File: src/rtl/keypad_if.sv
// Keypad pin and status bundle between the matrix scanner (master) and the
// board/bus side (slave).
interface keypad_if;
    logic [3:0]  iROW;
    logic [3:0]  oCOL;
    logic [15:0] oKEYST;
    logic [7:0]  oKEYNUM;

    modport master (input iROW, output oCOL, oKEYST, oKEYNUM);
    modport slave  (output iROW, input oCOL, oKEYST, oKEYNUM);
endinterface

File: src/rtl/keypad_scanner.sv
// 4x4 matrix keypad scanner: column drive, row sampling, per-key debounce,
// lowest-key encoder. Define KEYPAD_DEBOUNCE_EN to enable per-key debounce.

// One key's state tracker. With a single-frame requirement there is nothing to
// filter, so the key just follows its raw sample.
module keypad_debounce #(
    parameter int DEB_FRAMES = 3
) (
    input  logic clk,
    input  logic rst,
    input  logic sampleEn,
    input  logic raw,
    output logic keyState
);
    if (DEB_FRAMES <= 1) begin : gDirect
        always_ff @(posedge clk) begin
            if (rst)
                keyState <= 1'b0;
            else if (sampleEn)
                keyState <= raw;
        end
    end else begin : gDeb
        localparam int CW = $clog2(DEB_FRAMES);
        logic          lastRaw;
        logic [CW-1:0] cnt;

        // cnt counts repeats after the first differing sample, so the state
        // flips on the DEB_FRAMES-th identical sample.
        always_ff @(posedge clk) begin
            if (rst) begin
                keyState <= 1'b0;
                lastRaw  <= 1'b0;
                cnt      <= '0;
            end else if (sampleEn) begin
                lastRaw <= raw;
                if (raw == keyState || raw != lastRaw) begin
                    cnt <= '0;
                end else if (cnt == CW'(DEB_FRAMES - 2)) begin
                    keyState <= raw;
                    cnt      <= '0;
                end else begin
                    cnt <= cnt + 1'b1;
                end
            end
        end
    end
endmodule

module keypad_scanner #(
    parameter int SCAN_DIV   = 5000,
    parameter int DEB_FRAMES = 3
) (
    input  logic     iclk,
    input  logic     inrest,
    keypad_if.master kp
);
    localparam int PW = $clog2(SCAN_DIV);
`ifdef KEYPAD_DEBOUNCE_EN
    localparam bit DEB_ON = 1'b1;
`else
    localparam bit DEB_ON = 1'b0;
`endif
    localparam int DEB_EFF = DEB_ON ? DEB_FRAMES : 1;

    logic [3:0]    rowMeta;
    logic [3:0]    rowSync;
    logic [PW-1:0] phaseCnt;
    logic [1:0]    col;
    logic          phaseEnd;
    logic [15:0]   keySt;
    logic [7:0]    nextNum;

    assign phaseEnd = (phaseCnt == PW'(SCAN_DIV - 1));

    always_ff @(posedge iclk) begin
        if (inrest) begin
            rowMeta  <= 4'hF;
            rowSync  <= 4'hF;
            phaseCnt <= '0;
            col      <= 2'd0;
            kp.oCOL  <= 4'b1110;
        end else begin
            rowMeta <= kp.iROW;
            rowSync <= rowMeta;
            if (phaseEnd) begin
                phaseCnt <= '0;
                col      <= col + 2'd1;
                kp.oCOL  <= ~(4'b0001 << (col + 2'd1));
            end else begin
                phaseCnt <= phaseCnt + 1'b1;
            end
        end
    end

    // Sampling happens on the last cycle of a phase, while the column is still driven.
    for (genvar k = 0; k < 16; k++) begin : gKey
        keypad_debounce #(.DEB_FRAMES(DEB_EFF)) uDeb (
            .clk      (iclk),
            .rst      (inrest),
            .sampleEn (phaseEnd && (col == 2'(k % 4))),
            .raw      (~rowSync[k / 4]),
            .keyState (keySt[k])
        );
    end

    assign kp.oKEYST = keySt;

    always_comb begin
        nextNum = 8'hFF;
        for (int k = 15; k >= 0; k--)
            if (keySt[k]) nextNum = 8'(k);
    end

    always_ff @(posedge iclk) begin
        if (inrest)
            kp.oKEYNUM <= 8'hFF;
        else
            kp.oKEYNUM <= nextNum;
    end
endmodule

File: src/flat_wrapper.sv
// flat-port wrapper written by rule: the top's interface ports become plain ports
module keypad_scanner_flat 
#(
    parameter int SCAN_DIV   = 5000,
    parameter int DEB_FRAMES = 3
)
  (iclk, inrest, kp_iROW, kp_oCOL, kp_oKEYST, kp_oKEYNUM);
  keypad_if kp_i ();
  input  logic iclk;
  input  logic inrest;
  input wire logic [$bits(kp_i.iROW)-1:0] kp_iROW;
  output wire logic [$bits(kp_i.oCOL)-1:0] kp_oCOL;
  output wire logic [$bits(kp_i.oKEYST)-1:0] kp_oKEYST;
  output wire logic [$bits(kp_i.oKEYNUM)-1:0] kp_oKEYNUM;
  assign kp_i.iROW = kp_iROW;
  assign kp_oCOL = kp_i.oCOL;
  assign kp_oKEYST = kp_i.oKEYST;
  assign kp_oKEYNUM = kp_i.oKEYNUM;
  keypad_scanner #(.SCAN_DIV(SCAN_DIV), .DEB_FRAMES(DEB_FRAMES)) u_core (.iclk(iclk), .inrest(inrest), .kp(kp_i));
endmodule
File: config.mk
export PLATFORM = sky130hd
export DESIGN_NAME = keypad_scanner_flat
export DESIGN_NICKNAME = d
export VERILOG_FILES = /design/src/rtl/keypad_if.sv /design/src/rtl/keypad_scanner.sv /design/src/flat_wrapper.sv
export SDC_FILE = /design/constraint.sdc
export NUM_CORES = 1
export LEC_CHECK = 0
export BUFFER_PORTS_ARGS = -buffer_cell sky130_fd_sc_hd__buf_4
export CAP_MARGIN = 15
export CORE_MARGIN = 5
export CORE_UTILIZATION = 60
export CTS_BUF_LIST = sky130_fd_sc_hd__clkbuf_2 sky130_fd_sc_hd__clkbuf_4 sky130_fd_sc_hd__clkbuf_8
export CTS_CLUSTER_SIZE = 16
export DETAILED_ROUTE_END_ITERATION = 12
export GPL_ROUTABILITY_DRIVEN = 1
export GPL_TIMING_DRIVEN = 0
export MAX_ROUTING_LAYER = met4
export PLACE_DENSITY = 0.84
export SKIP_LAST_GASP = 1
export SLEW_MARGIN = 20
export SYNTH_ARGS = -nofsm -noshare
export SYNTH_HDL_FRONTEND = slang
export SYNTH_SLANG_ARGS = --single-unit
File: constraint.sdc
create_clock -name iclk -period 2.7 [get_ports iclk]
set_input_delay 0.27 -clock iclk [delete_from_list [all_inputs] [get_ports iclk]]
set_output_delay 0.27 -clock iclk [all_outputs]
set_load 0.05 [all_outputs]
==> results of run 1 <==
[sequential cells by signal (all words and copies together), names as in the netlist]
| register | cells |
|---|---|
| u_core.gKey.uDeb.keyState | 16 |
| u_core.phaseCnt | 13 |
| u_core.col | 2 |
| u_core.rowSync | 4 |
| u_core.kp.oCOL | 4 |
| u_core.kp.oKEYNUM | 5 |
| u_core.rowMeta | 4 |
[synthesized netlist by cell type]
library cell | instances | area [sq um]
clkbuf_1 | 3 | 11.3
dfxtp_1 | 48 | 961
xnor2_1 | 9 | 78.8
inv_1 | 15 | 56.3
nand3_1 | 4 | 20.0
or4_4 | 1 | 11.3
nand4_2 | 1 | 12.5
or2_2 | 8 | 50.1
buf_6 | 1 | 11.3
o31ai_1 | 3 | 22.5
nor4_4 | 4 | 85.1
or2_1 | 1 | 6.26
o22ai_1 | 1 | 6.26
nand2_1 | 7 | 26.3
a211oi_1 | 16 | 120
buf_2 | 1 | 5.00
a31oi_1 | 1 | 6.26
nor3_4 | 1 | 16.3
nor4_1 | 6 | 37.5
ha_1 | 5 | 62.6
xor2_1 | 3 | 26.3
mux2i_1 | 1 | 10.0
nor3_1 | 3 | 15.0
nor2_1 | 45 | 169
o21ai_0 | 7 | 35.0
or4bb_1 | 1 | 11.3
a21oi_1 | 4 | 20.0
nand4_1 | 2 | 12.5
and2_1 | 1 | 6.26
buf_4 | 20 | 150
[power by group]
part / total [mW] / internal, mW / switching [mW]
logic: 0.0337 / 0.0155 / 0.0182
clock network: 0.329 / 0.100 / 0.229
registers: 0.724 / 0.718 / 0.00651
[metrics by stage]
stage / std cells / total power [mW] / utilization, % / setup slack, ns / hold WS, ns
floorplan: 223 / 0.760 / - / 0.940 / 0.374
global placement: 302 / 0.773 / 70.9 / 0.753 / 0.391
detailed placement: 302 / 0.774 / 70.9 / 0.716 / 0.395
CTS: 310 / 1.09 / 72.6 / 0.685 / 0.0602
global route: 310 / 1.14 / 72.6 / 0.564 / 0.0398
finish: 310 / 1.09 / 72.6 / 0.711 / 0.0685
[final timing paths]
check,cells past startpoint,slack [ns],to,from
max,5,0.71,u_core.gKey[14].uDeb.keyState,u_core.phaseCnt[4]
min,2,0.07,u_core.rowMeta[2],kp_iROW[2]
max reg2reg,5,0.71,u_core.gKey[14].uDeb.keyState,u_core.phaseCnt[4]
min reg2reg,1,0.43,u_core.rowSync[1],u_core.rowMeta[1]
[area by class of cell]
class                           instances  area [sq um]  share of cell area (%)
Inverter                               15          56.3                    2.32
Timing Repair Buffer                   33           248                    10.2
Tap cell                               46          57.6                    2.37
Buffer                                 25           178                    7.33
Sequential cell                        48           961                    39.6
Multi-Input combinational cell        135           867                    35.8
Clock inverter                          3          18.8                   0.774
Clock buffer                            5          37.5                    1.55
[routing by layer]
metal | global-route usage [%] | part of all wire, % | vias to the layer above
li1 | - | - | 813
met1 | 23.9 | 49 | 686
met2 | 25.7 | 43 | 38
met3 | 6.00 | 6.7 | 5
met4 | 7.44 | 1.2 | 0
met5 | - | 0 | -
[logic make-up (layout without fill, tap and decap cells)]
group	Yosys count	in the layout
flops	48	48
xor+xnor	12	12
mux	1	1
compound gates	32	32
buf+inv	40	81
fa+ha+maj	5	5
simple gates	85	85
==> flow_summary.json, run 1 <==
{
  "cp-start-kind": "flip-flop",
  "fillers": 261,
  "worst_slew_pin_slew_ns": 0.558,
  "synth_top_family_by_area": "simple AND/OR/NAND/NOR gates",
  "io_pins": 34,
  "ant_nets": 0,
  "first_global_vias": 1327,
  "post_cts_buffers": 0,
  "design_area_sq_mm": 0.00242,
  "syn_nets": 234,
  "drv_slew": 0,
  "timing.final.crit_share_pct": 73.6,
  "cts_hold_buf": 0,
  "area_growth_pct": 17.5,
  "yosys_warnings": 0,
  "final_common_cell": "buf_4",
  "final_hold_viol_count": 0,
  "crit_fanout": 9,
  "first_pass_iters": 4,
  "synth_simple_gate_area_share_pct": 23.2,
  "drive_above_1_share_pct": 29.5,
  "die_w_um": 68.6,
  "rows": 21,
  "ys_types": 30,
  "drv_cap": 0,
  "ys_seq_area_share_pct": 46.6,
  "routabilityCongestion": 0.856,
  "fp.dieH_um": 68.6,
  "power_density_mw_per_mm2": 448,
  "synth-seq-cells": 48,
  "ir_drop_mv": 0.375,
  "layout_common_cells": "53 x buf_4, 48 x dfxtp_1, 45 x nor2_1",
  "htreeDepth": 2,
  "cp-end-kind": "flip-flop",
  "clock_latency_ns": 0.37,
  "drt_iter0_drc": 153,
  "maxSlewHeadroom_pct": 62.5,
  "finalNetCount": 274,
  "skew_ns": 0.0142,
  "synthCells": 223,
  "netlist_area_sq_mm": 0.00206,
  "cts_tree": "yes",
  "fmaxAchievable_ghz": 0.503,
  "post-dp-hpwl_um": 2700,
  "crit_chain": "or4_4 -> buf_6 -> nor4_4 -> nor2_1 -> a211oi_1",
  "ctsLongestPathBuffers": 2,
  "grt_max_degree": 16,
  "routed_wl_um": 3600,
  "path_clk_slew_ns": 0.13,
  "tns_ns": 0,
  "slowest_delay_ns": 0.54,
  "synthMuxAreaShare_pct": 0.485,
  "start_util_pct": 61.8,
  "numPortBuffers": 33,
  "core-area_sq_mm": 0.00334,
  "cts_root_buf": "clkbuf_4",
  "crit_required_ns": 3.00,
  "post_cts_resized": 0,
  "critPathTopFamily": "simple AND/OR/NAND/NOR gates",
  "grt_usage_pct": 18.2,
  "synth-adder-area-share_pct": 3.03,
  "drc_errors": 0,
  "diodes": 0,
  "p_leak_nw": 0.941,
  "cts_made_buffers": 5,
  "rsz0062_at_grt": "false",
  "final.min_clock_period_ns": 1.99,
  "vias": 1542,
  "vias_per_cell": 4.97,
  "grt_pass1_wl_um": 6080,
  "antenna_found_initial": 0,
  "arrival_ns": 2.29,
  "slowest_stage": "nor4_4",
  "placed_area_sq_mm": 0.00237,
  "die_area_sq_mm": 0.00471,
  "routedWlPerCell_um": 11.6,
  "hp-class": "input pin to flip-flop",
  "synth_compound_area_share_pct": 10.2,
  "path_buf_inv": 1,
  "yosys.area_share.xor_xnor_pct": 5.10,
  "overflow": 0,
  "clock-sinks": 48,
  "status": "finished clean",
  "critPathKind": "flip-flop to flip-flop",
  "setup_violations": 0,
  "syn_area_per_cell_sq_um": 9.25
}
Power figures use the tool's default switching activity.
==> inputs of run 2 (changes only) <==
- ABC_AREA: not set -> 1
- CORE_UTILIZATION: 60 -> 52
- PLACE_DENSITY: 0.84 -> 0.77
- clock period: 2.7 -> 1.75 ns (I/O delays scaled with it)
==> run 2 against run 1 <==
Combinational power rose to 2.9 times the previous value. Worst setup slack worse by 0.61 ns. Hold slack worse by 0.016 ns. Final cell count grew 9.7%. Highest routed layer unchanged. Core utilization decreased by 8.5 points. Sequential power up 55%. First-iteration DRC count fell by 39%. Critical path depth grew 2. Wire length rose by 8.2%. Fmax up 20%. Cell area up 5.0%. Register-to-register slack got worse by 0.61 ns.
==> flow_summary.json, run 2 <==
{
  "cts_tree": "yes",
  "cp.depth": 7,
  "timing.rr.start": "u_core.phaseCnt[0]",
  "synth_edf_count": 0,
  "yosys_warnings": 0,
  "worstHoldStart": "kp_iROW[1]",
  "start_util_pct": 53.1,
  "async_flop_share_pct": 0,
  "yosys-top-cells-area": "dfxtp_1 46%, buf_4 7.1%, a211oi_1 6.4%",
  "routedWlPerCell_um": 11.5,
  "p_int_mw": 1.47,
  "path_buf_inv": 1,
  "cp-startpoint": "u_core.phaseCnt[0]",
  "path_clk_slew_ns": 0.09,
  "maxSlewHeadroom_pct": 67.7,
  "post-dp-hpwl_um": 2950,
  "ys_top_cells_by_count": "48 x dfxtp_1, 35 x nand2_1, 34 x nor2_1",
  "crit_fanout": 10,
  "synthCells": 248,
  "finalNetCount": 300,
  "core-area_sq_mm": 0.00397,
  "comb_power_share_pct": 5.1,
  "drc_errors": 0,
  "grt_usage_pct": 15.9,
  "power_density_mw_per_mm2": 750,
  "cts_hold_buf": 0,
  "syn_area_per_cell_sq_um": 8.51,
  "ant_nets": 0,
  "drive_above_1_share_pct": 31.4,
  "drt_iter0_drc": 94,
  "first_global_vias": 1431,
  "fin_util_pct": 64.1,
  "arrival_ns": 1.84,
  "critPathKind": "flip-flop to flip-flop",
  "routed_wl_um": 3900,
  "grt_max_degree": 16,
  "routabilityCongestion": 0.864,
  "die_area_sq_mm": 0.00543,
  "worst_slew_pin_slew_ns": 0.484,
  "drv_cap": 0,
  "antenna_found_initial": 0,
  "setup.worst_path.end": "u_core.phaseCnt[7]",
  "status": "finished clean",
  "synth_most_common_cell": "dfxtp_1",
  "io_pins": 34,
  "cp-start-kind": "flip-flop",
  "largest-register": "u_core.gKey.uDeb.keyState",
  "vias_per_cell": 4.81,
  "critPathTopFamily": "simple AND/OR/NAND/NOR gates",
  "netlist_area_sq_mm": 0.00211,
  "numPortBuffers": 33,
  "grt_pass1_wl_um": 6540,
  "reg2reg_slack_ns": 0.1,
  "final.min_clock_period_ns": 1.65,
  "synth.largest_area_cell": "dfxtp_1",
  "final_common_cell": "buf_4",
  "cp-end-kind": "flip-flop",
  "ys_types": 31,
  "layout_common_cells": "54 x buf_4, 45 x dfxtp_1, 35 x nand2_1",
  "area_growth_pct": 20.6,
  "timing.final.crit_share_pct": 94.3,
  "syn_nets": 259,
  "cts_made_buffers": 5,
  "worst_r2r_path_depth": 7,
  "diodes": 0,
  "swShare_pct": 23.0,
  "clock_latency_ns": 0.30,
  "drv_slew": 0,
  "ctsLongestPathBuffers": 2,
  "fp.dieH_um": 73.7,
  "clock-sinks": 48,
  "yosys.area.top_type_share_pct": 45.6,
  "p_seq_share_pct": 58.8,
  "vias": 1637,
  "die_w_um": 73.7,
  "ys_seq_area_share_pct": 45.6,
  "cts_root_buf": "clkbuf_8",
  "synth-seq-cells": 48,
  "crit_chain": "ha_4 -> nand4_1 -> nor4_4 -> nand2_4 -> nand2_2 -> buf_4 -> nor3_1",
  "overflow": 0,
  "hp-class": "input pin to flip-flop",
  "fmaxAchievable_ghz": 0.606,
  "rsz0062_at_grt": "false",
  "clkPwrFrac_pct": 36.1,
  "r2r-end": "u_core.phaseCnt[7]",
  "final_hold_viol_count": 0,
  "skew_ns": 0.00509,
  "ir_drop_mv": 0.502,
  "slowest_delay_ns": 0.37,
  "synthFlopType": "dfxtp_1",
  "slowest_stage": "dfxtp_2",
  "largest_register_ff_count": 16,
  "tns_ns": 0,
  "setup_violations": 0,
  "reg.largest.list": "u_core.gKey.uDeb.keyState: 16 flops, u_core.phaseCnt: 13 flops, u_core.kp.oKEYNUM: 5 flops",
  "switchingPower_mw": 0.439,
  "first_pass_iters": 4,
  "htreeDepth": 2,
  "rows": 23,
  "crit_required_ns": 1.94,
  "p_leak_nw": 1.16
}
run 2: cell types whose count changed in the layout (fill, tap and decap cells not counted), moves of 5 or more:
cell / previous run / this run
a21oi_1: 4 / 10
clkbuf_4: 5 / 0
clkbuf_8: 0 / 6
inv_1: 15 / 26
nand2_1: 7 / 35
nor2_1: 45 / 34
nor4_1: 6 / 1
xnor2_1: 9 / 1
run 2: timing repair:
action | CTS | global route
hold endpoints to repair | 0 | 0
pin swaps | 0 | 1
setup buffers | 1 | 0
gates resized for setup | 2 | 4
setup endpoints to repair | 19 | 20
run 2: routing by layer:
metal	share of wire (%)	vias to the layer above	GRT usage, %
li1	-	861	-
met1	47	735	20.3
met2	46	34	24.4
met3	5.5	7	3.97
met4	1.6	0	5.63
met5	0	-	-
run 2: cell type report:
type                       instances  area, sq um
multi-input combinational        148          896
tap                               50         62.6
buffer                            23          161
clock buffer                       6         82.6
inverter                          29          109
sequential                        48          965
timing repair buffer              34          255
fill                             347         1430
clock inverter                     2         13.8
run 2: cells by family after synthesis:
family	share of synthesized area (%)
AO/OA/AOI/OAI	10.3
XOR/XNOR	0.831
adder cells (fa/ha/maj)	2.97
buffers and inverters	12.8
flip-flops	45.6
AND/OR/NAND/NOR	27.6
run 2: power by group through the flow:
stage               Combinational, mW  Clock (mW)  Sequential, mW
floorplan                      0.0551           0            1.15
global placement               0.0917           0            1.14
detailed placement             0.0936           0            1.15
CTS                            0.0965       0.715            1.12
global route                    0.104       0.766            1.13
finish                         0.0974       0.689            1.12
run 2: worst min-delay path by stage:
stage / to / slack [ns] / cells after the start
floorplan: u_core.rowMeta[0] / 0.28 / 1
global placement: u_core.rowMeta[1] / 0.36 / 2
detailed placement: u_core.rowMeta[1] / 0.36 / 2
CTS: u_core.rowMeta[1] / 0.04 / 2
global route: u_core.rowMeta[3] / 0.04 / 2
finish: u_core.rowMeta[1] / 0.05 / 2
run 2: per-stage QoR:
step / hold WS [ns] / instances / total power [mW] / cell area [sq um] / setup WS [ns]
finish: 0.0520 / 340 / 1.91 / 2540 / 0.0996
global placement: 0.359 / 331 / 1.24 / 2420 / -0.0319
global route: 0.0408 / 340 / 2.00 / 2540 / 0.00308
detailed placement: 0.363 / 331 / 1.24 / 2420 / -0.0532
CTS: 0.0428 / 340 / 1.93 / 2540 / 0.0375
floorplan: 0.279 / 248 / 1.21 / 2110 / 0.184
==> inputs of run 3 (changes only) <==
- CELL_PAD_IN_SITES_DETAIL_PLACEMENT: not set -> 0
- CELL_PAD_IN_SITES_GLOBAL_PLACEMENT: not set -> 1
- CORE_UTILIZATION: 52 -> 25
- PLACE_DENSITY: 0.77 -> not set
- PLACE_DENSITY_LB_ADDON: not set -> 0.1
- TNS_END_PERCENT: not set -> 10
==> run 3 against run 2 <==
Critical path depth grew 1. Sequential power is essentially flat. Hold slack gained 0.0028 ns. Combinational power grew 5%. Total power grew 6.6%. Worst setup slack lost 0.082 ns. Sequential cell count is the same. Count of clock-buffer cells in the layout shrank 1. Clock skew grew 0.0010 ns. Critical path type unchanged. Critical endpoint is now u_core.gKey[5].uDeb.keyState. Largest power group unchanged. Highest routed layer unchanged.
==> flow_summary.json, run 3 (synthesized netlist as in run 2, its figures left out) <==
{
  "status": "finished clean",
  "clock_latency_ns": 0.30,
  "antenna_found_initial": 0,
  "worst_slew_pin_slew_ns": 0.583,
  "layout_common_cells": "56 x buf_4, 46 x dfxtp_1, 35 x nand2_1",
  "comb_power_share_pct": 5.0,
  "crit_fanout": 6,
  "drc_errors": 0,
  "ant_nets": 0,
  "tns_ns": 0,
  "reg2reg_slack_ns": 0.02,
  "routabilityCongestion": 0.725,
  "fp.dieH_um": 102,
  "drt_iter0_drc": 58,
  "overflow": 0,
  "cp-end-kind": "flip-flop",
  "cp.depth": 8,
  "die_w_um": 102,
  "grt_max_degree": 16,
  "design_area_sq_mm": 0.00268,
  "area_growth_pct": 27.1,
  "slowest_stage": "dfxtp_4",
  "grt_usage_pct": 10.0,
  "placed_area_sq_mm": 0.00249,
  "diodes": 0,
  "grt_pass1_wl_um": 7750,
  "p_seq_share_pct": 55.1,
  "io_pins": 34,
  "r2r-end": "u_core.gKey[5].uDeb.keyState",
  "largest-register": "u_core.gKey.uDeb.keyState",
  "worst_r2r_path_depth": 8,
  "routed_wl_um": 4860,
  "rows": 33,
  "final_hold_viol_count": 0,
  "finalNetCount": 304,
  "dpl.cell_count": 386,
  "htreeDepth": 2,
  "setup_violations": 0,
  "hold-path-cell-count": 2,
  "crit_chain": "ha_4 -> nand4_1 -> nor4_4 -> nand2_4 -> buf_12 -> nor2_8 -> buf_6 -> a211oi_1",
  "skew_ns": 0.00611,
  "fin_util_pct": 32.6,
  "routedWlPerCell_um": 12.2,
  "first_global_vias": 1509,
  "cts_tree": "yes",
  "cts_root_buf": "clkbuf_8",
  "p_leak_nw": 1.18,
  "fmaxAchievable_ghz": 0.577,
  "path_buf_inv": 2,
  "vias": 1610,
  "drive_above_1_share_pct": 32.3,
  "power_density_mw_per_mm2": 759,
  "post-dp-hpwl_um": 3510,
  "vias_per_cell": 4.04,
  "die_area_sq_mm": 0.0104,
  "cp-start-kind": "flip-flop",
  "start_util_pct": 25.7,
  "clock-sinks": 48,
  "critPathTopFamily": "simple AND/OR/NAND/NOR gates",
  "fillers": 878,
  "clkPwrFrac_pct": 39.9,
  "hp-class": "input pin to flip-flop",
  "finalPower_mw": 2.04,
  "final.min_clock_period_ns": 1.73,
  "first_pass_iters": 4,
  "numPortBuffers": 33,
  "fin_cells": 399,
  "ctsLongestPathBuffers": 2,
  "worstHoldStart": "kp_iROW[3]",
  "dp_slack_ns": -0.0973,
  "path_clk_slew_ns": 0.09,
  "cp-startpoint": "u_core.phaseCnt[0]",
  "hold_end": "u_core.rowMeta[3]",
  "timing.final.crit_share_pct": 99.0,
  "reg.largest.list": "u_core.gKey.uDeb.keyState: 16 flops, u_core.phaseCnt: 13 flops, u_core.kp.oKEYNUM: 5 flops",
  "slowest_delay_ns": 0.37,
  "drv_slew": 0,
  "maxSlewHeadroom_pct": 61.1,
  "final_common_cell": "buf_4",
  "critPathKind": "flip-flop to flip-flop",
  "p_int_mw": 1.57,
  "timing.rr.start": "u_core.phaseCnt[0]",
  "cts_made_buffers": 5,
  "core-area_sq_mm": 0.00822,
  "drv_cap": 0,
  "rsz0062_at_grt": "true",
  "switchingPower_mw": 0.464,
  "hold_ws_ns": 0.0548,
  "cts_hold_buf": 0,
  "crit_required_ns": 1.91,
  "swShare_pct": 22.8,
  "ir_drop_mv": 0.353,
  "arrival_ns": 1.89,
  "largest_register_ff_count": 16,
  "fin_ws_ns": 0.0172
}
[run 3: area by class of cell]
cell class              count  area [sq um]  area share, %
plain buffers              23           161           6.02
flip-flops and latches     48           966           36.0
clock buffers               5          68.8           2.57
well taps                 105           131           4.90
multi-input cells         148           901           33.6
repair buffers             38           302           11.2
clock inverters             3          42.5           1.59
inverters                  29           109           4.06
[run 3: how the worst max path moves through the flow]
| stage | end | slack (ns) |
|---|---|---|
| 2_1_floorplan | u_core.phaseCnt[7] | 0.18 |
| 3_3_place_gp | u_core.phaseCnt[7] | -0.13 |
| 3_5_place_dp | u_core.phaseCnt[7] | -0.1 |
| 4_1_cts | u_core.phaseCnt[12] | -0.05 |
| 5_1_grt | u_core.gKey[5].uDeb.keyState | -0.09 |
| 6_report | u_core.gKey[5].uDeb.keyState | 0.02 |
[run 3: power by group through the flow]
stage	clock network (mW)	logic, mW	registers [mW]
6_report	0.812	0.102	1.12
5_1_grt	0.907	0.111	1.13
4_1_cts	0.846	0.0975	1.12
3_5_place_dp	0	0.0972	1.15
3_3_place_gp	0	0.0974	1.15
2_1_floorplan	0	0.0551	1.15
[run 3: per-layer routing]
layer  vias up  share of wire [%]  track usage [%]
met5         -                  0                -
met4         0                1.2             3.03
met3         5                5.1             3.07
met2        27                 43             14.1
met1       705                 51             13.7
li1        873                  -                -
[run 3: repair_timing]
item / CTS / global route
setup buffers: 2 / 3
gates resized for setup: 0 / 10
pin swaps: 0 / 5
endpoints found under the setup margin: 26 / 32
